$ cat src/rtl/exc_pkg.sv
// Shared definitions for the exception-entry sequencer: ARM mode encodings,
// exception indices, vector/LR offset tables, output bundle and FSM state enum.
package exc_pkg;

    localparam logic [4:0] MODE_USR = 5'b10000;
    localparam logic [4:0] MODE_FIQ = 5'b10001;
    localparam logic [4:0] MODE_IRQ = 5'b10010;
    localparam logic [4:0] MODE_SVC = 5'b10011;
    localparam logic [4:0] MODE_ABT = 5'b10111;
    localparam logic [4:0] MODE_UND = 5'b11011;
    localparam logic [4:0] MODE_SYS = 5'b11111;

    localparam logic [2:0] EXC_UND  = 3'd0;
    localparam logic [2:0] EXC_SVC  = 3'd1;
    localparam logic [2:0] EXC_PABT = 3'd2;
    localparam logic [2:0] EXC_IRQ  = 3'd3;
    localparam logic [2:0] EXC_FIQ  = 3'd4;
    localparam logic [2:0] EXC_DABT = 3'd5;

    localparam logic [3:0] LR_ADDR = 4'd14;

    typedef enum logic [2:0] {
        ST_IDLE   = 3'd0,
        ST_SWITCH = 3'd1,
        ST_WLR    = 3'd2,
        ST_WPC    = 3'd3,
        ST_DONE   = 3'd4
    } state_e;

    typedef struct packed {
        logic        write_reg;
        logic [3:0]  w_addr;
        logic [31:0] w_data;
        logic        write_pc;
        logic [31:0] pc_data;
        logic        spsr_we;
        logic [4:0]  spsr_mode;
        logic [31:0] spsr_data;
        logic        cpsr_we;
        logic        set_i;
        logic        set_f;
        logic        busy;
        logic        exc_ack;
        logic [2:0]  exc_id;
    } seq_out_t;

    function automatic logic [31:0] vec_offset(input logic [2:0] id);
        case (id)
            EXC_UND:  return 32'h0000_0004;
            EXC_SVC:  return 32'h0000_0008;
            EXC_PABT: return 32'h0000_000C;
            EXC_DABT: return 32'h0000_0010;
            EXC_IRQ:  return 32'h0000_0018;
            EXC_FIQ:  return 32'h0000_001C;
            default:  return 32'h0000_0000;
        endcase
    endfunction

    // Data aborts are detected one stage later, so their return address is +8.
    function automatic logic [31:0] lr_offset(input logic [2:0] id);
        case (id)
            EXC_DABT: return 32'h0000_0008;
            default:  return 32'h0000_0004;
        endcase
    endfunction

    function automatic logic [4:0] target_mode(input logic [2:0] id);
        case (id)
            EXC_UND:  return MODE_UND;
            EXC_SVC:  return MODE_SVC;
            EXC_PABT: return MODE_ABT;
            EXC_DABT: return MODE_ABT;
            EXC_IRQ:  return MODE_IRQ;
            EXC_FIQ:  return MODE_FIQ;
            default:  return MODE_SVC;
        endcase
    endfunction

endpackage

$ cat src/rtl/exc_prio_enc.sv
// Masks irq/fiq with the CPSR I/F bits and picks the highest-priority request:
// dabt > fiq > irq > pabt > und > svc.
module exc_prio_enc
    import exc_pkg::*;
(
    input  logic [5:0] req,
    input  logic       mask_i,
    input  logic       mask_f,
    output logic       valid,
    output logic [2:0] id,
    output logic [4:0] mode
);

    logic [5:0] elig_s;

    // Apply the CPSR interrupt masks, then fixed-priority select.
    always_comb begin
        elig_s           = req;
        elig_s[EXC_IRQ]  = req[EXC_IRQ] & ~mask_i;
        elig_s[EXC_FIQ]  = req[EXC_FIQ] & ~mask_f;
        valid            = 1'b1;
        if (elig_s[EXC_DABT]) begin
            id = EXC_DABT;
        end else if (elig_s[EXC_FIQ]) begin
            id = EXC_FIQ;
        end else if (elig_s[EXC_IRQ]) begin
            id = EXC_IRQ;
        end else if (elig_s[EXC_PABT]) begin
            id = EXC_PABT;
        end else if (elig_s[EXC_UND]) begin
            id = EXC_UND;
        end else if (elig_s[EXC_SVC]) begin
            id = EXC_SVC;
        end else begin
            valid = 1'b0;
            id    = EXC_UND;
        end
        mode = target_mode(id);
    end

endmodule

$ cat src/rtl/exc_entry_seq.sv
// Exception-entry sequencer: saves CPSR to SPSR, switches mode, writes the
// return address to banked r14, redirects the PC, then acknowledges.
module exc_entry_seq
    import exc_pkg::*;
#(
    parameter logic [31:0] VEC_BASE       = 32'h0000_0000,
    parameter logic [4:0]  SVC_RESET_MODE = 5'b10011
) (
    input  logic        clk,
    input  logic        rst_n,
    input  logic [5:0]  exc_req,
    input  logic [31:0] exc_pc,
    input  logic [31:0] cpsr_in,
    output logic [4:0]  M,
    output logic        write_reg,
    output logic [3:0]  w_addr,
    output logic [31:0] w_data,
    output logic        write_pc,
    output logic [31:0] pc_data,
    output logic        spsr_we,
    output logic [4:0]  spsr_mode,
    output logic [31:0] spsr_data,
    output logic        cpsr_we,
    output logic        set_i,
    output logic        set_f,
    output logic        busy,
    output logic        exc_ack,
    output logic [2:0]  exc_id
);

    state_e      state_r, next_state_s;
    logic        enc_valid_s;
    logic [2:0]  enc_id_s;
    logic [4:0]  enc_mode_s;
    logic [2:0]  id_r;
    logic [31:0] pc_r;
    logic [4:0]  mode_r;
    seq_out_t    out_s, out_r;

    exc_prio_enc u_prio (
        .req    (exc_req),
        .mask_i (cpsr_in[7]),
        .mask_f (cpsr_in[6]),
        .valid  (enc_valid_s),
        .id     (enc_id_s),
        .mode   (enc_mode_s)
    );

    // State register and capture of the winning request when leaving IDLE.
    always_ff @(posedge clk or negedge rst_n) begin
        if (!rst_n) begin
            state_r <= ST_IDLE;
            id_r    <= 3'd0;
            pc_r    <= 32'h0000_0000;
            mode_r  <= SVC_RESET_MODE;
        end else begin
            state_r <= next_state_s;
            if (state_r == ST_IDLE && enc_valid_s) begin
                id_r   <= enc_id_s;
                pc_r   <= exc_pc;
                mode_r <= enc_mode_s;
            end
        end
    end

    // Next-state logic; requests are only examined in IDLE.
    always_comb begin
        next_state_s = ST_IDLE;
        case (state_r)
            ST_IDLE: begin
                if (enc_valid_s) begin
                    next_state_s = ST_SWITCH;
                end else begin
                    next_state_s = ST_IDLE;
                end
            end
            ST_SWITCH: next_state_s = ST_WLR;
            ST_WLR:    next_state_s = ST_WPC;
            ST_WPC:    next_state_s = ST_DONE;
            ST_DONE:   next_state_s = ST_IDLE;
            default:   next_state_s = ST_IDLE;
        endcase
    end

    // Output values for the state being entered, so registered outputs line up with it.
    always_comb begin
        out_s = '0;
        case (next_state_s)
            ST_SWITCH: begin
                out_s.busy      = 1'b1;
                out_s.spsr_we   = 1'b1;
                out_s.spsr_mode = enc_mode_s;
                out_s.spsr_data = cpsr_in;
            end
            ST_WLR: begin
                out_s.busy      = 1'b1;
                out_s.write_reg = 1'b1;
                out_s.w_addr    = LR_ADDR;
                out_s.w_data    = pc_r + lr_offset(id_r);
            end
            ST_WPC: begin
                out_s.busy     = 1'b1;
                out_s.write_pc = 1'b1;
                out_s.pc_data  = VEC_BASE + vec_offset(id_r);
            end
            ST_DONE: begin
                out_s.busy    = 1'b1;
                out_s.exc_ack = 1'b1;
                out_s.exc_id  = id_r;
                out_s.cpsr_we = 1'b1;
                out_s.set_i   = 1'b1;
                out_s.set_f   = (id_r == EXC_FIQ);
            end
            default: out_s = '0;
        endcase
    end

    // Output register.
    always_ff @(posedge clk or negedge rst_n) begin
        if (!rst_n) begin
            out_r <= '0;
        end else begin
            out_r <= out_s;
        end
    end

    // Mode is combinational: CPSR pass-through in IDLE, the new bank while sequencing.
    always_comb begin
        if (!rst_n) begin
            M = SVC_RESET_MODE;
        end else if (state_r == ST_IDLE) begin
            M = cpsr_in[4:0];
        end else begin
            M = mode_r;
        end
    end

    assign write_reg = out_r.write_reg;
    assign w_addr    = out_r.w_addr;
    assign w_data    = out_r.w_data;
    assign write_pc  = out_r.write_pc;
    assign pc_data   = out_r.pc_data;
    assign spsr_we   = out_r.spsr_we;
    assign spsr_mode = out_r.spsr_mode;
    assign spsr_data = out_r.spsr_data;
    assign cpsr_we   = out_r.cpsr_we;
    assign set_i     = out_r.set_i;
    assign set_f     = out_r.set_f;
    assign busy      = out_r.busy;
    assign exc_ack   = out_r.exc_ack;
    assign exc_id    = out_r.exc_id;

endmodule

$ cat config.mk
export PLATFORM = sky130hd
export DESIGN_NAME = exc_entry_seq
export DESIGN_NICKNAME = d
export VERILOG_FILES = /design/src/rtl/exc_pkg.sv /design/src/rtl/exc_prio_enc.sv /design/src/rtl/exc_entry_seq.sv
export SDC_FILE = /design/constraint.sdc
export NUM_CORES = 1
export LEC_CHECK = 0
export ABC_AREA = 1
export BUFFER_PORTS_ARGS = -buffer_cell sky130_fd_sc_hd__buf_2
export CORE_MARGIN = 2
export CORE_UTILIZATION = 50
export CTS_CLUSTER_DIAMETER = 80
export DETAILED_ROUTE_END_ITERATION = 8
export PLACE_DENSITY = 0.91
export SLEW_MARGIN = 20
export SYNTH_ARGS = -nofsm -noshare
export SYNTH_HDL_FRONTEND = slang
export SYNTH_SLANG_ARGS = --single-unit
$ cat constraint.sdc
create_clock -name clk -period 3.15 [get_ports clk]
set_clock_uncertainty 0.1 [all_clocks]
set_input_delay 0.315 -clock clk [delete_from_list [all_inputs] [get_ports clk]]
set_output_delay 0.315 -clock clk [all_outputs]
set_load 0.02 [all_outputs]
* After elaboration in Yosys (flattened, before gate mapping)
Index checks and enable logic that the tools add are counted.
Word-level totals: output and inout port bits 121, register bits after elaboration 159, logic and storage cells 71, bits of input ports 72
Operators by class: $add $sub $neg 1, reductions and logical operators 6, bitwise logic cells 4, multiplexer cells 26, equal/unequal tests 16
Operators by type and width (number):
- $mux 38 | 1
- $mux 37 | 1
- $mux 33 | 1
- $add 32x32->32 | 1
- $mux 32 | 1
- $pmux 5 s6 | 1
- $eq 3x2->1 const B | 8
- $mux 3 | 6
- $pmux 4 s4 | 1
- $eq 3x3->1 const B | 5
- $pmux 3 s4 | 1
- $mux 5 | 2
- $eq 3x1->1 const B | 3
- $logic_not 3->1 | 3
- $mux 1 | 9
- $mux 4 | 2
- $reduce_or 4->1 | 1
- $and 1x1->1 | 2
- $not 1->1 | 2
- $reduce_or 2->1 | 1
- $logic_and 1x1->1 | 1

* Depth between registers and ports, before layout
Gate-level depths: netlist (run 1).
word-level depth 12, depth in mapped cells 13, depth with buffers taken out 13

* Modules after synthesis
From an unflattened synthesis (run 1), not the netlist that was laid out.
Unflattened totals: cells, all modules 654, area, all modules 5526.6 µm²
By module, submodules not included:
- exc_entry_seq | sequential area each 3106.7 µm², times used 1, area each 5365.1 µm², cells an instance 627
- exc_prio_enc | sequential area each 0.0 µm², times used 1, area each 161.4 µm², cells an instance 27

* Worst setup path after synthesis (run 1)
OpenSTA, ideal clock, no wires.
path kind register -> register, start register id_r[2], end register out_r (netlist bit w_data[14]), path buffers 0, setup slack 891 ps, library setup time 132 ps, arrival time 2027 ps, cell stages (with the launch flop) 12, required time 2918 ps, period minus slack after synthesis 2259 ps, path through dfrtp_1 inv_1 nor3_1 inv_1 ha_1 fa_1 nand2_1 nor2_1 nand2_1 nor2_1 o21ai_0 nor2_1
RTL lines:
- from (decl) | RTL line exc_entry_seq.sv:35 | logic [2:0] id_r;
- from (signal assigned) | RTL line exc_entry_seq.sv:59 | id_r <= enc_id_s;
- to (signal assigned) | RTL line exc_entry_seq.sv:123 | out_r <= out_s;
- to (decl) | RTL line exc_entry_seq.sv:38 | seq_out_t out_s, out_r;

==> results_dict.tcl, run 1 <==
set metrics [dict create \
    synthesis.area_um2 5480 \
    timing.max_slew.rel_slack 0.463 \
    synth-seq-area-share 0.558 \
    overflow_after_grt 0 \
    non_filler_cells_final 1022 \
    area_growth_from_synthesis_to_layout_pct 36.4 \
    critical_path_buf_inv_count 3 \
    worst-slew-pin-transition_ps 804 \
    synth_top_cell_area_share 0.548 \
    routed_via_density 4.94 \
    boundaryPins 193 \
    io_buffer_count 162 \
    setup.worst_path.class "register to register" \
    tritoncts_clock_tree "yes" \
    cts_setup_buffers 0 \
    numClockSinks 122 \
    clk-insertion-delay-late_ps 530 \
    grt_pass1_wl_um 24500 \
    synth-async-reset-ratio 1.00 \
    cts-resized-gates 0 \
    grtUsageTotal 0.276 \
    timing.setup.tns_ps 0 \
    syn_avg_cell_area_um2 8.53 \
    initial_core_util 0.510 \
    synth_ff_type "dfrtp_1" \
    wl_per_cell_um 15.1 \
    synth_cell_types 28 \
    hold_viol_final 0 \
    chipHeight_um 109 \
    placeableCoreArea_um2 10700 \
    finalCritPeriodShare 0.864 \
    cts_root_buffer "clkbuf_8" \
    die_x_um 109 \
    routabilityCongestion 0.953 \
    post_route_cells_drive_above_1_share 0.253 \
    crit_chain "inv_1 -> nor3_1 -> inv_1 -> ha_1 -> fa_1 -> nand2_1 -> nor2_1 -> nand2_1 -> inv_1 -> nand2_1 -> nand2_1 -> nand2_1 -> nor2_1" \
    post-synth-top-area-cell "dfrtp_1" \
    synth_enable_flop_cells 0 \
    yosys.cell_count.top_type "nand2_1" \
    drt-total-wl_um 15500 \
    first_global_vias 5016 \
    dr.first_iter.drc_count 433 \
    clk_pin_slew_worst_paths_ps 60 \
    synth-warning-count 0 \
    hp-class "input pin to register" \
    post_place_cells 925 \
    cts-htree-levels 4 \
    powerDensity_nw_per_um2 1030 \
    fin_worst_hold_slack_ps 56.0 \
    slowest_stage "fa_1" \
    crit_arrival_ps 3000 \
    pin_count_of_the_biggest_net_entering_global_routing 64 \
    max_slew_violations 0 \
    fin_crit_ps 2720 \
    clockBufferDepth 2 \
    synth.top_cells.by_count "nand2_1 (159), dfrtp_1 (120), nor2_1 (109)" \
    ctsHoldBuffers 65 \
    num_antenna_cells 0 \
    antenna_found_initial 0 \
    main_area_contributors_after_synthesis "dfrtp_1 (55%), nand2_1 (11%), nor2_1 (7.5%)" \
    run_status "finished, final reports clean" \
    yosys_register_bits 122 \
    dr.pass1.iters 6 \
    finalSetupViolCount 0 \
    layout.nets 944 \
    postRouteAntennaNets 0 \
    num_rows 38 \
    setup.worst_path.end_class "register" \
    rsz0062_at_grt "no" \
    worst-path-max-fanout 5 \
    critPathTopFamily "simple AND/OR/NAND/NOR gates" \
    p_leak_nw 4.11 \
    routed-via-count 5053 \
    critical-path-max-stage-delay_ps 470 \
    clock.fmax_ghz 0.368 \
    critPathLaunchType "register" \
    drc 0 \
    worst_ir_drop_vdd_uv 608 \
    worst-endpoint-required_ps 3430 \
    numCtsBuffers 17 \
    nFillCells 785 \
    postSynthCellCount 642 \
    die-area_um2 11800 \
    cap_violations 0 \
    detailed_placer_s_ending_hpwl_um 9610 \
    cp_common_cell "nand2_1" \
]
==> tightest hold or removal path, stage by stage <==
cell	delay, ps
buf_2	130
o21ai_0	130
inv_1	70
==> logic make-up (layout without fill, tap and decap cells) <==
logic type,after synthesis,count (layout),synth area share
AND/OR/NAND/NOR,304,304,0.222
XOR/XNOR,2,2,0.00320
adder cells (fa/ha/maj),3,3,0.00822
flip-flops,122,122,0.558
AO/OA/AOI/OAI,66,66,0.0745
buffers and inverters,144,355,0.134
other,1,30,0.000685
==> report_power, final <==
| part | switching, mW | internal (mW) | leakage [nW] | total [mW] |
|---|---|---|---|---|
| clock | 0.768 | 1.17 | 0.289 | 1.93 |
| combinational | 2.20 | 0.942 | 2.24 | 3.14 |
| sequential | 0.419 | 2.23 | 1.58 | 2.65 |
==> final timing paths <==
| check | from | to | slack (ps) | cells after the start |
|---|---|---|---|---|
| worst max-delay path | id_r[2] | w_data[26] | 430 | 13 |
| max in group asynchronous | rst_n | w_data[29] | 1690 | 3 |
| worst min-delay path | exc_req[5] | spsr_mode[1] | 60 | 3 |
| worst max register to register | id_r[2] | w_data[26] | 430 | 13 |
| worst min register to register | pc_r[0] | w_data[0] | 390 | 2 |
| min in group asynchronous | rst_n | spsr_data[30] | 160 | 2 |
==> flip-flops by register name (all words and copies together), names as in the netlist <==
signal	count
spsr_mode	5
exc_id	3
pc_r	32
w_addr	1
w_data	32
mode_r	4
busy	1
state_r	3
pc_data	3
cpsr_we	1
set_f	1
spsr_data	32
id_r	3
write_pc	1
==> final cells by class <==
type,instances,area (um2),area share
clock inverter,14,159,0.0213
inverter,92,348,0.0466
clock buffer,18,428,0.0573
multi-input combinational,405,1800,0.241
timing repair buffer,231,1510,0.202
sequential,122,3060,0.409
tap,140,175,0.0235
==> metal layers <==
| layer | part of all wire | track usage | vias to the layer above |
|---|---|---|---|
| met4 | 0.050 | 0.155 | 0 |
| li1 | - | - | 2342 |
| met1 | 0.38 | 0.328 | 2360 |
| met2 | 0.50 | 0.452 | 278 |
| met5 | 0 | 0 | - |
| met3 | 0.076 | 0.0777 | 73 |
==> through the flow <==
step           cell area, um2  setup WS (ps)  utilization  power, mW
3_3_place_gp             6230            679        0.580       5.52
4_1_cts                  7470            485        0.695       7.65
6_report                 7470            429        0.695       7.73
2_1_floorplan            5590            891            -       4.79
3_5_place_dp             6230            564        0.580       5.61
5_1_grt                  7470            198        0.695       8.17
==> cells in the final DEF (no fill, tap or decap), types with 2 or more instances in the layout <==
cell and n:
nor3_1 10, ha_1 2, o21ai_2 19, nand2_1 159
buf_2 161, bufinv_16 2, inv_1 91, nor3b_1 2
inv_6 6, buf_4 4, dfstp_2 2, dlygate4sd3_1 65
o211ai_1 2, a21oi_1 17, nand3_1 19, nor2_1 109
clkbuf_16 16, xor2_1 2, clkbuf_8 2, clkinv_2 2
o21ai_0 23, conb_1 30, clkinv_4 2, o21ai_1 4
dfrtp_1 120
Note: power is estimated with default switching activity, not from simulation.
==> run 2: changes to the inputs <==
Settings changed: SYNTH_HIERARCHICAL from default to 1.
==> results_dict.tcl, run 2 <==
set metrics [dict create \
    clk-insertion-delay-late_ps 520 \
    synth-async-reset-ratio 1.00 \
    crit_arrival_ps 3100 \
    synth-warning-count 6 \
    die-area_um2 11900 \
    worst-path-max-fanout 6 \
    synth_top_cell_area_share 0.548 \
    fin_worst_hold_slack_ps 46.0 \
    place_area_um2 6290 \
    post_route_cells_drive_above_1_share 0.249 \
    boundaryPins 193 \
    finalSetupViolCount 0 \
    syn_avg_cell_area_um2 8.45 \
    crit_path_start "id_r[2]" \
    hold_viol_final 0 \
    synth_ff_type "dfrtp_1" \
    dr.pass1.iters 5 \
    clockBufferDepth 2 \
    io_buffer_count 162 \
    rsz0062_at_grt "no" \
    final_area_um2 7530 \
    post-synth-top-area-cell "dfrtp_1" \
    holdPathEnd "spsr_mode[1]" \
    numClockSinks 124 \
    routedLengthMet1_um 6040 \
    run_status "finished, final reports clean" \
    postLayoutCoreUtil 0.698 \
    die_x_um 109 \
    clock.fmax_ghz 0.356 \
    layout.nets 957 \
    p_leak_nw 4.13 \
    postRouteAntennaNets 0 \
    min_from "exc_req[4]" \
    wl_met3_um 1180 \
    num_rows 38 \
    cts-htree-levels 4 \
    hold_path_depth 4 \
    yosys_register_bits 124 \
    setup.worst_path.class "register to register" \
    detailed_placer_s_ending_hpwl_um 9070 \
    grt_pass1_wl_um 23100 \
    hp-class "input pin to register" \
    drc 0 \
    cts_root_buffer "clkbuf_8" \
    endpoint_of_the_most_critical_register_to_register_path "w_data[14]" \
    synth-seq-area-share 0.562 \
    ctsHoldBuffers 65 \
    setup.worst_path.end_class "register" \
    antenna_found_initial 0 \
    grtUsageTotal 0.256 \
    cts-resized-gates 0 \
    initial_core_util 0.512 \
    chipHeight_um 109 \
    wl_per_cell_um 14.2 \
    seqCellArea_um2 3110 \
    critPathLaunchType "register" \
    synth.top_cells.by_count "nand2_1 (166), dfrtp_1 (121), nor2_1 (118)" \
    clk_pin_slew_worst_paths_ps 70 \
    first_global_vias 4737 \
    yosys.cell_count.top_type "nand2_1" \
    drt-total-wl_um 14700 \
    synth_cell_types 31 \
    reg2reg_path_depth 11 \
    area_growth_from_synthesis_to_layout_pct 36.2 \
    worst_ir_drop_vdd_uv 556 \
    dr.first_iter.drc_count 349 \
    main_area_contributors_after_synthesis "dfrtp_1 (55%), nand2_1 (11%), nor2_1 (8.0%)" \
    numCtsBuffers 17 \
    top_signal_layer_used "met4" \
    finalCritPeriodShare 0.891 \
    powerDensity_nw_per_um2 963 \
    timing.max_slew.rel_slack 0.404 \
    synthesis.area_um2 5530 \
    num_antenna_cells 0 \
    routabilityCongestion 0.895 \
    routed-via-count 4955 \
    max_slew_violations 0 \
    worst-endpoint-required_ps 3440 \
    worst_r2r_startpoint "id_r[2]" \
    met2WireLength_um 7050 \
    nFillCells 824 \
    most-common-layout-cells "nand2_1 (166), buf_2 (161), dfrtp_1 (121)" \
    cts_setup_buffers 0 \
    pin_count_of_the_biggest_net_entering_global_routing 95 \
    placeableCoreArea_um2 10800 \
    fin_crit_ps 2810 \
    cap_violations 0 \
    final_common_cell "nand2_1" \
    postSynthCellCount 654 \
    area_taken_by_multi_input_logic_gates_um2 1840 \
    tritoncts_clock_tree "yes" \
    timing.reg2reg.setup_slack_ps 340 \
    overflow_after_grt 0 \
    synth_enable_flop_cells 0 \
    timing.setup.tns_ps 0 \
    worst-slew-pin-transition_ps 892 \
    routed_via_density 4.79 \
]
==> run 2: cell types whose count changed after synthesis, sizes merged, moves of 3 or more <==
cell	delta
nand2	+11
o21ai	-10
buf	-3
nor2	+16
nand4	+3
xnor2	+3
inv	-6
==> run 2: kinds of logic after synthesis <==
group / count (synthesis) / share of synthesized area
buffers and inverters: 136 / 0.124
AND/OR/NAND/NOR: 329 / 0.244
XOR/XNOR: 5 / 0.00793
flip-flops: 124 / 0.562
AO/OA/AOI/OAI: 55 / 0.0525
adder cells (fa/ha/maj): 3 / 0.00815
other: 2 / 0.00136
==> run 2: routing by layer <==
layer	up-vias	global-route usage
li1	2381	-
met1	2284	0.334
met2	247	0.403
met3	43	0.0610
met4	0	0.120
met5	-	0
==> run 2: worst max path at each step <==
stage,end,cells after the start,slack (ps)
after floorplan,w_data[14],11,930
after global placement,w_data[14],11,770
after detailed placement,w_data[14],11,660
after CTS,w_data[14],11,460
after global routing,w_data[14],11,200
final,w_data[14],11,340
==> run 2: area by class of cell <==
class,count,share of cell area
Sequential cell,124,0.413
Clock buffer,17,0.0550
Inverter,86,0.0429
Multi-Input combinational cell,423,0.245
Clock inverter,15,0.0226
Tap cell,140,0.0233
Timing Repair Buffer,230,0.199
==> run 2: power by group <==
part           leakage [nW]  switching (mW)  total, mW  internal, mW
Sequential             1.61           0.415       2.64          2.23
Clock                 0.283           0.821       1.91          1.09
Combinational          2.23            1.89       2.70         0.811
Total                  4.13            3.12       7.25          4.13
==> run 2: worst max-delay path, cell delays in order (launching register included) <==
cell     delay (ps)
dfrtp_1         410
inv_1           120
nor3_1          470
inv_1           100
ha_1            240
fa_1            420
nand3_1         210
inv_1            70
nand2_1         150
nor2_2          100
o21ai_0         210
nor2_1           70
==> run 2: metrics by stage <==
stage / worst slack (ps) / instances / total power, mW
floorplan: 934 / 683 / 4.43
global placement: 768 / 938 / 5.10
detailed placement: 658 / 938 / 5.19
CTS: 462 / 1035 / 7.19
global route: 198 / 1035 / 7.69
finish: 343 / 1035 / 7.25
==> run 3: changes to the inputs <==
Settings changed: CORE_UTILIZATION 50 to 45, PLACE_DENSITY 0.91 to 0.87.
Clock period 3.15 ns to 2.25 ns, I/O delays scaled along.
==> results_dict.tcl, run 3 (synthesis gave the netlist of run 2 again) <==
set metrics [dict create \
    wl_per_cell_um 14.2 \
    final_common_cell "nand2_1" \
    timing.max_slew.rel_slack 0.612 \
    slowest_stage "dfrtp_1" \
    critical-path-max-stage-delay_ps 400 \
    routabilityCongestion 0.907 \
    postRouteAntennaNets 0 \
    num_rows 40 \
    cts-htree-levels 4 \
    hold_path_depth 3 \
    power.clock.fraction 0.262 \
    dr.first_iter.drc_count 463 \
    first_global_vias 4803 \
    critPathLaunchType "register" \
    powerDensity_nw_per_um2 1340 \
    crit_arrival_ps 2290 \
    antenna_found_initial 1 \
    tritoncts_clock_tree "yes" \
    power.share.switching 0.411 \
    rsz0062_at_grt "no" \
    numClockSinks 124 \
    layout.nets 962 \
    cp_common_cell "nand2_1" \
    initial_core_util 0.460 \
    timing.critical_path.depth 11 \
    dpl_worst_slack_ps 30.8 \
    routed_via_density 4.69 \
    power_frac_seq 0.360 \
    pin_count_of_the_biggest_net_entering_global_routing 114 \
    drt-total-wl_um 14900 \
    dr.pass1.iters 7 \
    placeableCoreArea_um2 12000 \
    clk-insertion-delay-late_ps 420 \
    hold_viol_final 0 \
    grtUsageTotal 0.237 \
    die_x_um 115 \
    comb_power_share 0.378 \
    boundaryPins 193 \
    p_leak_nw 4.16 \
    worst-slew-pin-transition_ps 583 \
    timing.reg2reg.setup_slack_ps 170 \
    clock.fmax_ghz 0.480 \
    clockBufferDepth 2 \
    timing.setup.tns_ps 0 \
    min_from "exc_pc[17]" \
    critPathTopFamily "simple AND/OR/NAND/NOR gates" \
    netSwitchingPower_mw 4.22 \
    area_growth_from_synthesis_to_layout_pct 38.0 \
    routed-via-count 4917 \
    detailed_placer_s_ending_hpwl_um 9600 \
    max_slew_violations 0 \
    critical_path_buf_inv_count 2 \
    crit_path_start "id_r[0]" \
    worst_r2r_startpoint "id_r[0]" \
    hp-class "input pin to register" \
    cts_root_buffer "clkbuf_16" \
    cellInternalPower_mw 6.04 \
    crit_chain "inv_1 -> nor3_2 -> buf_4 -> ha_1 -> nand2_1 -> a21oi_1 -> nand3_1 -> nor2_1 -> nand2_1 -> nand2_1 -> nor2_1" \
    fin_crit_ps 2080 \
    worst-path-max-fanout 3 \
    finalCritPeriodShare 0.925 \
    setup.worst_path.class "register to register" \
    die-area_um2 13200 \
    non_filler_cells_final 1049 \
    drc 0 \
    numCtsBuffers 17 \
    worst_ir_drop_vdd_uv 857 \
    io_buffer_count 162 \
    layout_setup_ws_ps 169 \
    post_place_cells 950 \
    post_route_cells_drive_above_1_share 0.261 \
    chipHeight_um 115 \
    run_status "finished, final reports clean" \
    finalSetupViolCount 0 \
    overflow_after_grt 0 \
    setup.worst_path.end_class "register" \
    grt_pass1_wl_um 23500 \
    most-common-layout-cells "nand2_1 (165), buf_2 (161), dfrtp_1 (121)" \
    cap_violations 0 \
    worst-endpoint-required_ps 2460 \
    reg2reg_path_depth 11 \
    clk_pin_slew_worst_paths_ps 50 \
]
run 3: changes by cell type in the layout (fill, tap and decap cells not counted), moves of 5 or more:
| cell | change |
|---|---|
| inv_8 | -5 |
| clkinv_2 | +6 |
| buf_4 | +5 |
| inv_6 | -5 |
run 3: tightest hold or removal path, stage by stage:
cell     delay [ps]
buf_2            80
nand2_1          60
o21ai_0         120
run 3: per-layer routing:
layer / track usage / part of all wire / vias to the layer above
met5: 0 / 0 / -
met4: 0.134 / 0.046 / 0
met3: 0.0654 / 0.074 / 62
met2: 0.370 / 0.47 / 247
met1: 0.298 / 0.41 / 2227
li1: - / - / 2381
run 3: power groups by stage:
stage	Sequential [mW]	Clock [mW]	Combinational, mW
CTS	3.66	2.71	3.81
finish	3.69	2.69	3.88
detailed placement	3.67	0	3.68
floorplan	4.19	0	2.01
global route	3.79	2.82	4.28
global placement	3.66	0	3.58
run 3: layout make-up:
class                      count  area [um2]
tap                          147         184
timing repair buffer         235        1550
sequential                   124        3110
multi-input combinational    423        1880
clock inverter                12         120
fill                         939        4380
clock buffer                  20         467
inverter                      86         323
antenna                        2        5.00
run 3: path summary, 6_finish.rpt:
check	to
hold / removal	pc_r[17]
setup / recovery	w_data[21]
setup reg to reg	w_data[21]
min in group asynchronous	spsr_mode[4]
hold reg to reg	w_data[1]
max in group asynchronous	pc_r[17]
run 3: timing repair:
item / 4_1_cts / 5_1_grt
hold buffers: 64 / 0
setup endpoints to repair: 0 / 21
hold endpoints to repair: 74 / 0
resized for setup: 0 / 8
setup buffers: 0 / 1
run 3: per-stage QoR:
stage	instance area [um2]	hold slack [ps]	utilization	total power [mW]
2_1_floorplan	5640	-171	-	6.20
3_3_place_gp	6350	-0.0265	0.529	7.24
3_5_place_dp	6350	-1.40	0.529	7.35
4_1_cts	7580	11.9	0.631	10.2
5_1_grt	7630	28.7	0.635	10.9
6_report	7630	22.0	0.635	10.3
